<file path="src/rtl/pipe_ctrl_pkg.sv">
// Shared types and constants for the pipeline hazard/stall sequencer.
package pipe_ctrl_pkg;

  typedef enum logic {
    RUN = 1'b0,
    DIV = 1'b1
  } ctrl_state_t;

  typedef struct packed {
    logic pc_load;
    logic ifid_load;
    logic idex_load;
    logic exmem_load;
    logic memwb_load;
    logic ifid_clear;
    logic idex_clear;
    logic exmem_clear;
    logic memwb_clear;
  } pipe_ctrl_t;

  localparam int unsigned REG_X0 = 0;

endpackage

</file>
<file path="src/rtl/hazard_detect.sv">
// Combinational load-use comparator; shared with the forwarding unit.
module hazard_detect
  import pipe_ctrl_pkg::*;
#(
  parameter int unsigned RA_W = 5
) (
  input  logic [RA_W-1:0] id_rs1,
  input  logic [RA_W-1:0] id_rs2,
  input  logic            id_use_rs1,
  input  logic            id_use_rs2,
  input  logic [RA_W-1:0] ex_rd,
  input  logic            ex_mem_read,
  output logic            load_use
);

  always_comb begin
    load_use = ex_mem_read && (ex_rd != RA_W'(REG_X0)) &&
               ((id_use_rs1 && (id_rs1 == ex_rd)) ||
                (id_use_rs2 && (id_rs2 == ex_rd)));
  end

endmodule

</file>
<file path="src/rtl/pipeline_ctrl.sv">
// Hazard and stall sequencer: drives load/clear of PC and pipeline registers
// for load-use, redirects, multi-cycle divide and data-memory wait states.
module pipeline_ctrl
  import pipe_ctrl_pkg::*;
#(
  parameter int unsigned DIV_CYCLES = 32,
  parameter int unsigned RA_W       = 5,
  parameter int unsigned CNT_W      = 32
) (
  input  logic             clk,
  input  logic             rst_n,
  input  logic [RA_W-1:0]  id_rs1,
  input  logic [RA_W-1:0]  id_rs2,
  input  logic             id_use_rs1,
  input  logic             id_use_rs2,
  input  logic [RA_W-1:0]  ex_rd,
  input  logic             ex_mem_read,
  input  logic             ex_div,
  input  logic             ex_redirect,
  input  logic             mem_req,
  input  logic             mem_ready,
  output logic             pc_load,
  output logic             ifid_load,
  output logic             idex_load,
  output logic             exmem_load,
  output logic             memwb_load,
  output logic             ifid_clear,
  output logic             idex_clear,
  output logic             exmem_clear,
  output logic             memwb_clear,
  output logic             div_busy,
  output logic             div_done,
  output logic [CNT_W-1:0] stall_cnt,
  output logic [CNT_W-1:0] flush_cnt
);

  localparam int unsigned        DCNT_W    = $clog2(DIV_CYCLES);
  localparam logic [DCNT_W-1:0]  DCNT_LOAD = DCNT_W'(DIV_CYCLES - 2);

  ctrl_state_t       state_q, state_d;
  logic [DCNT_W-1:0] dcnt_q, dcnt_d;
  logic [CNT_W-1:0]  stall_cnt_q, stall_cnt_d;
  logic [CNT_W-1:0]  flush_cnt_q, flush_cnt_d;
  pipe_ctrl_t        ctrl, ctrl_out;
  logic              busy, done, load_use, mem_wait;

  hazard_detect #(
    .RA_W (RA_W)
  ) u_hazard (
    .id_rs1      (id_rs1),
    .id_rs2      (id_rs2),
    .id_use_rs1  (id_use_rs1),
    .id_use_rs2  (id_use_rs2),
    .ex_rd       (ex_rd),
    .ex_mem_read (ex_mem_read),
    .load_use    (load_use)
  );

  always_comb begin
    mem_wait = mem_req && !mem_ready;
    state_d  = state_q;
    dcnt_d   = dcnt_q;
    busy     = 1'b0;
    done     = 1'b0;
    ctrl     = '{pc_load: 1'b1, ifid_load: 1'b1, idex_load: 1'b1,
                 exmem_load: 1'b1, memwb_load: 1'b1, default: 1'b0};

    // The divider keeps counting even under a mem wait; only the exit to RUN
    // waits for the memory to release.
    if (state_q == DIV) begin
      busy = 1'b1;
      if (dcnt_q != '0) begin
        dcnt_d = dcnt_q - DCNT_W'(1);
      end else begin
        done = 1'b1;
        if (!mem_wait) state_d = RUN;
      end
    end

    if (mem_wait) begin
      ctrl.pc_load     = 1'b0;
      ctrl.ifid_load   = 1'b0;
      ctrl.idex_load   = 1'b0;
      ctrl.exmem_load  = 1'b0;
      ctrl.memwb_clear = 1'b1;
    end else if (state_q == DIV) begin
      if (dcnt_q != '0) begin
        ctrl.pc_load     = 1'b0;
        ctrl.ifid_load   = 1'b0;
        ctrl.idex_load   = 1'b0;
        ctrl.exmem_clear = 1'b1;
      end
    end else if (ex_div) begin
      ctrl.pc_load     = 1'b0;
      ctrl.ifid_load   = 1'b0;
      ctrl.idex_load   = 1'b0;
      ctrl.exmem_clear = 1'b1;
      busy             = 1'b1;
      dcnt_d           = DCNT_LOAD;
      state_d          = DIV;
    end else if (ex_redirect) begin
      ctrl.ifid_clear = 1'b1;
      ctrl.idex_clear = 1'b1;
    end else if (load_use) begin
      ctrl.pc_load    = 1'b0;
      ctrl.ifid_load  = 1'b0;
      ctrl.idex_clear = 1'b1;
    end

    stall_cnt_d = stall_cnt_q + CNT_W'(!ctrl.pc_load);
    flush_cnt_d = flush_cnt_q + CNT_W'(ctrl.ifid_clear);

    // Reset forces every register to hold a bubble, independent of the clock.
    if (rst_n) begin
      ctrl_out = ctrl;
    end else begin
      ctrl_out = '{ifid_clear: 1'b1, idex_clear: 1'b1, exmem_clear: 1'b1,
                   memwb_clear: 1'b1, default: 1'b0};
    end
  end

  always_ff @(posedge clk or negedge rst_n) begin
    if (!rst_n) begin
      state_q     <= RUN;
      dcnt_q      <= '0;
      stall_cnt_q <= '0;
      flush_cnt_q <= '0;
    end else begin
      state_q     <= state_d;
      dcnt_q      <= dcnt_d;
      stall_cnt_q <= stall_cnt_d;
      flush_cnt_q <= flush_cnt_d;
    end
  end

  assign pc_load     = ctrl_out.pc_load;
  assign ifid_load   = ctrl_out.ifid_load;
  assign idex_load   = ctrl_out.idex_load;
  assign exmem_load  = ctrl_out.exmem_load;
  assign memwb_load  = ctrl_out.memwb_load;
  assign ifid_clear  = ctrl_out.ifid_clear;
  assign idex_clear  = ctrl_out.idex_clear;
  assign exmem_clear = ctrl_out.exmem_clear;
  assign memwb_clear = ctrl_out.memwb_clear;
  assign div_busy    = rst_n && busy;
  assign div_done    = rst_n && done;
  assign stall_cnt   = stall_cnt_q;
  assign flush_cnt   = flush_cnt_q;

endmodule
</file>
<file path="config.mk">
export PLATFORM = sky130hd
export DESIGN_NAME = pipeline_ctrl
export DESIGN_NICKNAME = d
export VERILOG_FILES = /design/src/rtl/pipe_ctrl_pkg.sv /design/src/rtl/hazard_detect.sv /design/src/rtl/pipeline_ctrl.sv
export SDC_FILE = /design/constraint.sdc
export NUM_CORES = 1
export LEC_CHECK = 0
export CAP_MARGIN = 20
export CORE_MARGIN = 5
export CORE_UTILIZATION = 47
export CTS_CLUSTER_DIAMETER = 100
export CTS_CLUSTER_SIZE = 14
export DETAILED_ROUTE_END_ITERATION = 12
export PLACE_DENSITY = 0.79
export SLEW_MARGIN = 20
export SYNTH_ARGS = -nofsm -noshare
export SYNTH_HDL_FRONTEND = slang
export SYNTH_SLANG_ARGS = --single-unit
</file>
<file path="constraint.sdc">
create_clock -name clk -period 3.65 [get_ports clk]
set_input_delay 0.365 -clock clk [delete_from_list [all_inputs] [get_ports clk]]
set_output_delay 0.365 -clock clk [all_outputs]
set_load 0.02 [all_outputs]
</file>
# [After elaboration in Yosys (flattened, before gate mapping)]
# Cells that the tools add are included.
[word_totals] wordCells=56 out_inout_bits=75 inputBits=24 ff_bits=70
[classes] muxes=35 n_reduce_logical=12 n_addsub=3 eq_ne=2
[ops] cell="$add A32 B1 Y32" n=2
[ops] cell="$mux W5" n=5
[ops] cell="$mux W1" n=20
[ops] cell="$mux W3" n=4
[ops] cell="$eq A5 B5 Y1" n=2
[ops] cell="$mux W2" n=5
[ops] cell="$reduce_bool A5 Y1" n=2
[ops] cell="$mux W9" n=1
[ops] cell="$logic_and A1 B1 Y1" n=7
[ops] cell="$sub A5 B1 Y5 const B" n=1
[ops] cell="$logic_not A1 Y1" n=2
[ops] cell="$logic_or A1 B1 Y1" n=1

# [Depth between registers and ports, before layout]
# Gate-level depths: netlist of run 1.
[logic_depth] ltp_word=11 depth_mapped=12 mapped_depth_nobuf=12

# [Cells and area by module]
# A second synthesis of run 1 with hierarchy kept.
[unflattened] cells_unflattened=317 hier_area_um2=3394.5
[modules_own_cells] module="pipeline_ctrl" area_per_inst_um2=3260.6 seq_area_each_um2=1751.7 n_inst=1 cells_per_inst=300
[modules_own_cells] module="hazard_detect" area_per_inst_um2=133.9 seq_area_each_um2=0.0 n_inst=1 cells_per_inst=17

# [Least setup slack after synthesis of run 1]
# OpenSTA, ideal clock, no wires.
[synth_timing] path_kind="register to register" from="reg dcnt_q[0]" to="reg stall_cnt_q[18] (netlist: stall_cnt[18])" arrival_ns=2.630 stages_incl_launch_ff=13 path_slack_ns=0.941 setup_time_ns=0.080 required_ns=3.570 path_cell_list="dfrtp_1 -> inv_1 -> ha_1 -> or3b_2 -> nor2_1 -> or3_1 -> o211ai_1 -> ha_1 -> ha_1 -> nand3_1 -> or4_4 -> nor2_1 -> xor2_1"
[synth_between] elab_chain_cells=6
[synth_rtl] element="start: declaration" line="pipeline_ctrl.sv:41" source="logic [DCNT_W-1:0] dcnt_q, dcnt_d;"
[synth_rtl] element="start signal: assignment" line="pipeline_ctrl.sv:130" source="dcnt_q <= dcnt_d;"
[synth_rtl] element="$reduce_bool A5 Y1" line="pipeline_ctrl.sv:87" source="if (dcnt_q != '0) begin"
[synth_rtl] element="$mux W3" line="pipeline_ctrl.sv:87"
[synth_rtl] element="$mux W3" line="pipeline_ctrl.sv:86" source="end else if (state_q == DIV) begin"
[synth_rtl] element="$mux W3" line="pipeline_ctrl.sv:80" source="if (mem_wait) begin"
[synth_rtl] element="$logic_not A1 Y1" line="pipeline_ctrl.sv:110" source="stall_cnt_d = stall_cnt_q + CNT_W'(!ctrl.pc_load);"
[synth_rtl] element="$add A32 B1 Y32" line="pipeline_ctrl.sv:110"
[synth_rtl] element="named net stall_cnt_d[18]" line="pipeline_ctrl.sv:42" source="logic [CNT_W-1:0] stall_cnt_q, stall_cnt_d;"
[synth_rtl] element="end signal: assignment" line="pipeline_ctrl.sv:131" source="stall_cnt_q <= stall_cnt_d;"
[synth_rtl] element="end: declaration" line="pipeline_ctrl.sv:42"
# The timed path passes the listed nets, and every way through them passes these cells.

# [Worst setup path after layout of run 1]
[layout_timing] from="reg dcnt_q[0]" to="out pc_load"
[layout_between] elab_chain_cells=5
[layout_rtl] element="$reduce_bool A5 Y1" line="pipeline_ctrl.sv:87"
[layout_rtl] element="$mux W3" line="pipeline_ctrl.sv:87"
[layout_rtl] element="$mux W3" line="pipeline_ctrl.sv:86"
[layout_rtl] element="$mux W3" line="pipeline_ctrl.sv:80"
[layout_rtl] element="$mux W9" line="pipeline_ctrl.sv:114" source="if (rst_n) begin"
[layout_rtl] element="end: declaration" line="pipeline_ctrl.sv:22" source="output logic pc_load,"
# Every way passes these cells.

==> out/summary.txt, run 1 <==
Antenna cells = 0
Largest net degree at the start of global routing = 50
Hold Path Class = in -> async
RSZ-0062 raised after global routing = no
Global route overflow = 0
Psw = 0.0006738 W
Share of post-route cells with drive strength above 1 = 0.07005
First-pass GRT wire length = 13,070 µm
Worst Setup SP = dcnt_q[0]
Fmax = 326.4 MHz
P_int = 0.001456 W
Avg Cell Area, Syn = 11.11 µm²
Slowest-stage cell, CP = clkdlybuf4s50_1
Hold Violations, Final = 0
DP Wirelength = 5813 µm
Clock Power Share = 0.290
Clock skew = 0.01190 ns
Final min period = 3.064 ns
Initial Util = 0.4734
1st-pass router iterations = 6
Worst endpoint data arrival time = 2.70 ns
Layout Nets = 439
CP top delay family = simple AND/OR/NAND/NOR gates
Clock Sinks = 70
Worst-Margin Slew = 0.6088 ns
Buffers on Ports = 98
Final instance area = 0.004664 mm²
FP Rows = 31
Drt total wl = 7713 µm
Hold slack final = 0.09632 ns
Detail Route Antenna Nets = 0
Initial DRC Count = 102
H-tree depth = 3
Crit. End Element = output port
Max-slew violation count = 0
CTS root buf = clkbuf_8
Reg2Reg Setup Slack = 0.64 ns
# hold bufs at CTS = 0
Die area = 0.008983 mm²
Setup violators final = 0
WS Path Type = reg -> out
Drt wl/cell = 15.04 µm
Sequential share of the synthesized area = 0.5185
TritonCTS clock tree = built
Final GP Congestion = 0.8344
Pre-CTS WS = 0.4545 ns
Cell area after synthesis = 0.003378 mm²
R2R cell count = 12
Die X = 94.78 µm
Req. time, crit path = 3.28 ns
Max-cap violation count = 0
Area growth syn-to-layout = 38.07%
Post-CTS repair timing setup buffer count = 0
Pleak = 1.975 nW
CTS clk-pin slew, worst paths = 0.08 ns
Worst setup SP type = flop
Placed inst area = 0.004467 mm²
DR vias/cell = 5.175
Total track usage = 0.1866
Residual DRC count = 0
Fillers = 586
Post-cts sizing count = 0
Vias in the first global route = 2,692
Ys Warns = 0
Initial antenna violation count = 0
Core box area = 0.007137 mm²
Status = completed
Number of buffers created by CTS = 9
Cell Chain, Critical Path = inv_1 > ha_1 > or3b_2 > nor2_1 > or3_1 > o211a_1 > clkdlybuf4s50_1
Worst Path Buf+Inv = 2
Sequential share of power = 0.456
Post-route setup slack = 0.5861 ns
CTS max path bufs = 2
Reg2reg start = dcnt_q[0]
Mapped Cells = 304
Synth unique cells = 38
CP max FO = 4
Cell area power density = 456.5 mW/mm²
Setup TNS = 0 ns
IO Pins = 99
Worst stage delay on the critical path = 0.61 ns
#FFs+latches synth = 70
Core Util, Final = 0.6536
Clk Latency, worst-skew pair = 0.35 ns
Rel. slew slack = 0.5941
Mapped Nets = 333
VDD IR-drop max = 0.3322 mV
Worst reg2reg path endpoint = stall_cnt[12]
Switching share of power = 0.3164
Chip Height = 94.78 µm
Fin crit share = 0.8394
Via count = 2,655
Combinational power share = 0.254
## per-stage QoR
step | total power [W] | std cells
detailed placement | 0.001529 | 498
floorplan | 0.001270 | 304
global route | 0.002248 | 513
CTS | 0.002154 | 513
global placement | 0.001501 | 498
finish | 0.002130 | 513
## layout by cell type, fill, tap and decap left out, types with 6 or more instances in the layout
cell type        netlist  routed
clkdlybuf4s50_1        0      97
dfrtp_1               70      70
xnor2_1               51      51
nand3_1               31      31
nand2_1               21      21
nand4_1               20      20
xor2_1                20      20
nor2_1                14      14
clkbuf_8               0      10
inv_1                  8       8
and3_1                 7       7
and4_1                 6       6
## power by group through the flow
stage	Sequential (W)	Clock, W	Combinational (W)
5_1_grt	0.000985	0.000669	0.000594
3_5_place_dp	0.000983	0	0.000546
4_1_cts	0.000971	0.000631	0.000552
2_1_floorplan	0.00102	0	0.000249
6_report	0.000971	0.000618	0.000540
3_3_place_gp	0.000974	0	0.000527
## worst max-delay path by stage
| stage | end | slack (ns) | cells after the start |
|---|---|---|---|
| after floorplan | stall_cnt[18] | 0.94 | 12 |
| after global placement | stall_cnt[12] | 0.55 | 11 |
| after detailed placement | stall_cnt[12] | 0.45 | 11 |
| after CTS | pc_load | 0.54 | 7 |
| after global routing | stall_cnt[12] | 0.38 | 12 |
| final | pc_load | 0.59 | 7 |
## metal layers
layer  GRT usage  vias to the layer above  share of wire  wire length (µm)
met2      0.2913                       90           0.47              3625
met5           0                        -              0                 0
li1            -                     1281              -                 -
met4     0.05048                        0         0.0074                57
met1      0.2416                     1279           0.44              3396
met3     0.07410                        5          0.082               633
## synthesized netlist by cell type (all sizes together)
library cell / n / area [µm²]
dfrtp: 70 / 1752
xnor2: 51 / 446.7
nand3: 31 / 155.2
nand2: 21 / 78.83
nand4: 21 / 146.4
xor2: 20 / 175.2
nor2: 14 / 52.55
inv: 8 / 30.03
nor4: 8 / 101.3
and3: 7 / 43.79
and2: 6 / 37.54
and4: 6 / 52.55
ha: 5 / 62.56
nor3: 5 / 30.03
o21ai: 5 / 25.02
o211ai: 4 / 30.03
clkbuf: 3 / 11.26
nand2b: 3 / 18.77
buf: 2 / 15.01
or4: 2 / 18.77
a21bo: 1 / 10.01
a21oi: 1 / 5.000
a32oi: 1 / 8.760
mux2: 1 / 11.26
nand3b: 1 / 7.510
nor2b: 1 / 6.260
o211a: 1 / 10.01
o22ai: 1 / 6.260
o311ai: 1 / 8.760
or2: 1 / 6.260
or3: 1 / 6.260
or3b: 1 / 8.760
## state kept, by name (all words and copies together), names as in the netlist
name	flops
flush_cnt	32
stall_cnt	32
dcnt_q	5
state_q	1
## cells by family after synthesis
family | share of synthesized area
multiplexers | 0.003333
buffers and inverters | 0.01667
adder cells (fa/ha/maj) | 0.01852
AO/OA/AOI/OAI | 0.03074
flip-flops | 0.5185
XOR/XNOR | 0.1841
AND/OR/NAND/NOR | 0.2282
## layout make-up
type | instances | area, µm² | share of cell area
Tap cell | 99 | 123.9 | 0.02656
Timing Repair Buffer | 100 | 991.0 | 0.2124
Inverter | 8 | 30.03 | 0.006438
Sequential cell | 70 | 1752 | 0.3755
Multi-Input combinational cell | 221 | 1570 | 0.3366
Clock inverter | 5 | 60.06 | 0.01288
Clock buffer | 10 | 137.6 | 0.02951
No activity file was read; power rests on OpenSTA's default activity.
==> run 2: changes to the inputs <==
--- a/config.mk
+++ b/config.mk
@@ -7,11 +7,11 @@
 export LEC_CHECK = 0
 export CAP_MARGIN = 20
 export CORE_MARGIN = 5
-export CORE_UTILIZATION = 47
+export CORE_UTILIZATION = 43
 export CTS_CLUSTER_DIAMETER = 100
 export CTS_CLUSTER_SIZE = 14
 export DETAILED_ROUTE_END_ITERATION = 12
-export PLACE_DENSITY = 0.79
+export PLACE_DENSITY = 0.77
 export SLEW_MARGIN = 20
 export SYNTH_ARGS = -nofsm -noshare
 export SYNTH_HDL_FRONTEND = slang
==> constraint.sdc (replaced) <==
create_clock -name clk -period 2.65 [get_ports clk]
set_input_delay 0.265 -clock clk [delete_from_list [all_inputs] [get_ports clk]]
set_output_delay 0.265 -clock clk [all_outputs]
set_load 0.02 [all_outputs]
==> run 2 against run 1 <==
The run now ends with setup timing left. Worst setup slack worse by 0.67 ns. Critical endpoint is now stall_cnt[18]. Global-route usage shrank 1.7 points. First-iteration DRC count is 16% lower. Via count grew 4.6%.
==> out/summary.txt, run 2 (synthesized netlist as in run 1, its figures left out) <==
Status = complete, but fails checks
Failing checks = setup timing
Number of buffers created by CTS = 9
Detail Route Antenna Nets = 0
Total track usage = 0.1698
Rel. slew slack = 0.3888
Clock Power Share = 0.245
DR vias/cell = 5.122
First-pass GRT wire length = 13,610 µm
1st-pass router iterations = 5
Req. time, crit path = 2.92 ns
Commonest non-fill, non-tap cell in the layout = clkdlybuf4s50_1
Final instance area = 0.005030 mm²
Multi-input logic area = 0.001762 mm²
Worst reg2reg path endpoint = stall_cnt[18]
Area growth syn-to-layout = 48.89%
Worst endpoint data arrival time = 3.00 ns
Sequential share of power = 0.444
Max-cap violation count = 0
Setup violators final = 10
Clock skew = 0.01180 ns
Reg2reg start = dcnt_q[1]
Hold Violations, Final = 0
Die area = 0.009729 mm²
Drt wl/cell = 14.79 µm
Final GP Congestion = 0.8112
Post-route setup slack = -0.07923 ns
Antenna cells = 0
Buffers on Ports = 98
Hold slack final = 0.3285 ns
Share of post-route cells with drive strength above 1 = 0.1750
Max-slew violation count = 0
DP Wirelength = 5956 µm
Fillers = 621
WS Path Type = reg -> reg
H-tree depth = 3
Psw = 0.001012 W
Pleak = 2.228 nW
FF/Latch Area = 0.001752 mm²
Tot Pwr = 0.003023 W
Initial DRC Count = 86
IO Pins = 99
R2R cell count = 12
TritonCTS clock tree = built
Largest net degree at the start of global routing = 36
Setup TNS = -0.3635 ns
Reg2Reg Setup Slack = -0.08 ns
VDD IR-drop max = 0.7467 mV
FP Rows = 32
Cell area power density = 600.9 mW/mm²
Chip Height = 98.64 µm
Worst-Margin Slew = 0.9092 ns
Initial Util = 0.4395
Clk Latency, worst-skew pair = 0.34 ns
CP max FO = 4
Layout Nets = 464
Residual DRC count = 0
Switching share of power = 0.3349
Most frequent cells in the layout = clkdlybuf4s50_1 (91), dfrtp_1 (70), xnor2_1 (48), nand3_1 (24), buf_4 (22)
Hold Path Class = in -> async
Core box area = 0.007687 mm²
CTS max path bufs = 2
Global route overflow = 0
Vias in the first global route = 2,876
Combinational power share = 0.311
Fin crit share = 1.030
Clock Sinks = 70
CTS clk-pin slew, worst paths = 0.08 ns
Final min period = 2.729 ns
Pre-CTS WS = -0.2913 ns
Initial antenna violation count = 0
Die X = 98.64 µm
Placed inst area = 0.004653 mm²
Fmax = 366.4 MHz
Via count = 2,776
Worst setup SP type = flop
P_int = 0.002010 W
Crit. End Element = flop
CTS root buf = clkbuf_8
RSZ-0062 raised after global routing = yes
Drt total wl = 8017 µm
run 2: how the worst max path moves through the flow:
stage | start | endpoint | slack [ns] | depth (start not counted)
finish | dcnt_q[1] | stall_cnt[18] | -0.08 | 12
global route | dcnt_q[1] | stall_cnt[18] | -0.27 | 12
CTS | dcnt_q[1] | stall_cnt[17] | -0.09 | 11
detailed placement | ex_rd[3] | stall_cnt[17] | -0.29 | 10
global placement | ex_rd[3] | stall_cnt[17] | -0.20 | 10
floorplan | dcnt_q[0] | stall_cnt[18] | 0.03 | 12
run 2: final cells by class:
cell class                 count  area share
timing repair buffer         125      0.2371
clock buffer                  10     0.02537
sequential                    70      0.3483
clock inverter                 6    0.007711
multi-input combinational    221      0.3502
inverter                       8    0.005970
tap                          102     0.02537
run 2: timing repair:
action	CTS	global route
cloned	0	0
pin swaps	13	18
hold buffers	1	0
resized for setup	13	28
buffers inserted	2	2
setup endpoints to repair	20	29
hold endpoints to repair	3	0
run 2: metrics by stage:
stage,instances,util
floorplan,304,-
global placement,521,0.6053
detailed placement,521,0.6053
CTS,540,0.6346
global route,542,0.6543
finish,542,0.6543
run 2: critical path, cell delays in order (launching register included):
cell and delay, ns:
dfrtp_1 0.35, inv_1 0.05, ha_2 0.19, or3b_4 0.25, nor2_4 0.03, or3_4 0.39, o211ai_1 0.20, ha_2 0.26
ha_4 0.15, nand3_4 0.08, or4_4 0.46, nor2_2 0.11, xor2_1 0.14
run 2: power groups by stage:
| stage | clock network, W | registers [W] | logic (W) |
|---|---|---|---|
| after floorplan | 0 | 0.00142 | 0.000370 |
| after global placement | 0 | 0.00135 | 0.000842 |
| after detailed placement | 0 | 0.00135 | 0.000866 |
| after CTS | 0.000759 | 0.00134 | 0.000913 |
| after global routing | 0.000795 | 0.00136 | 0.00103 |
| final | 0.000739 | 0.00134 | 0.000941 |
run 2: metal layers:
layer	global-route usage	wire length, µm
met5	0	0
met4	0.07458	130
met3	0.04034	399
met2	0.2808	4066
met1	0.2123	3420
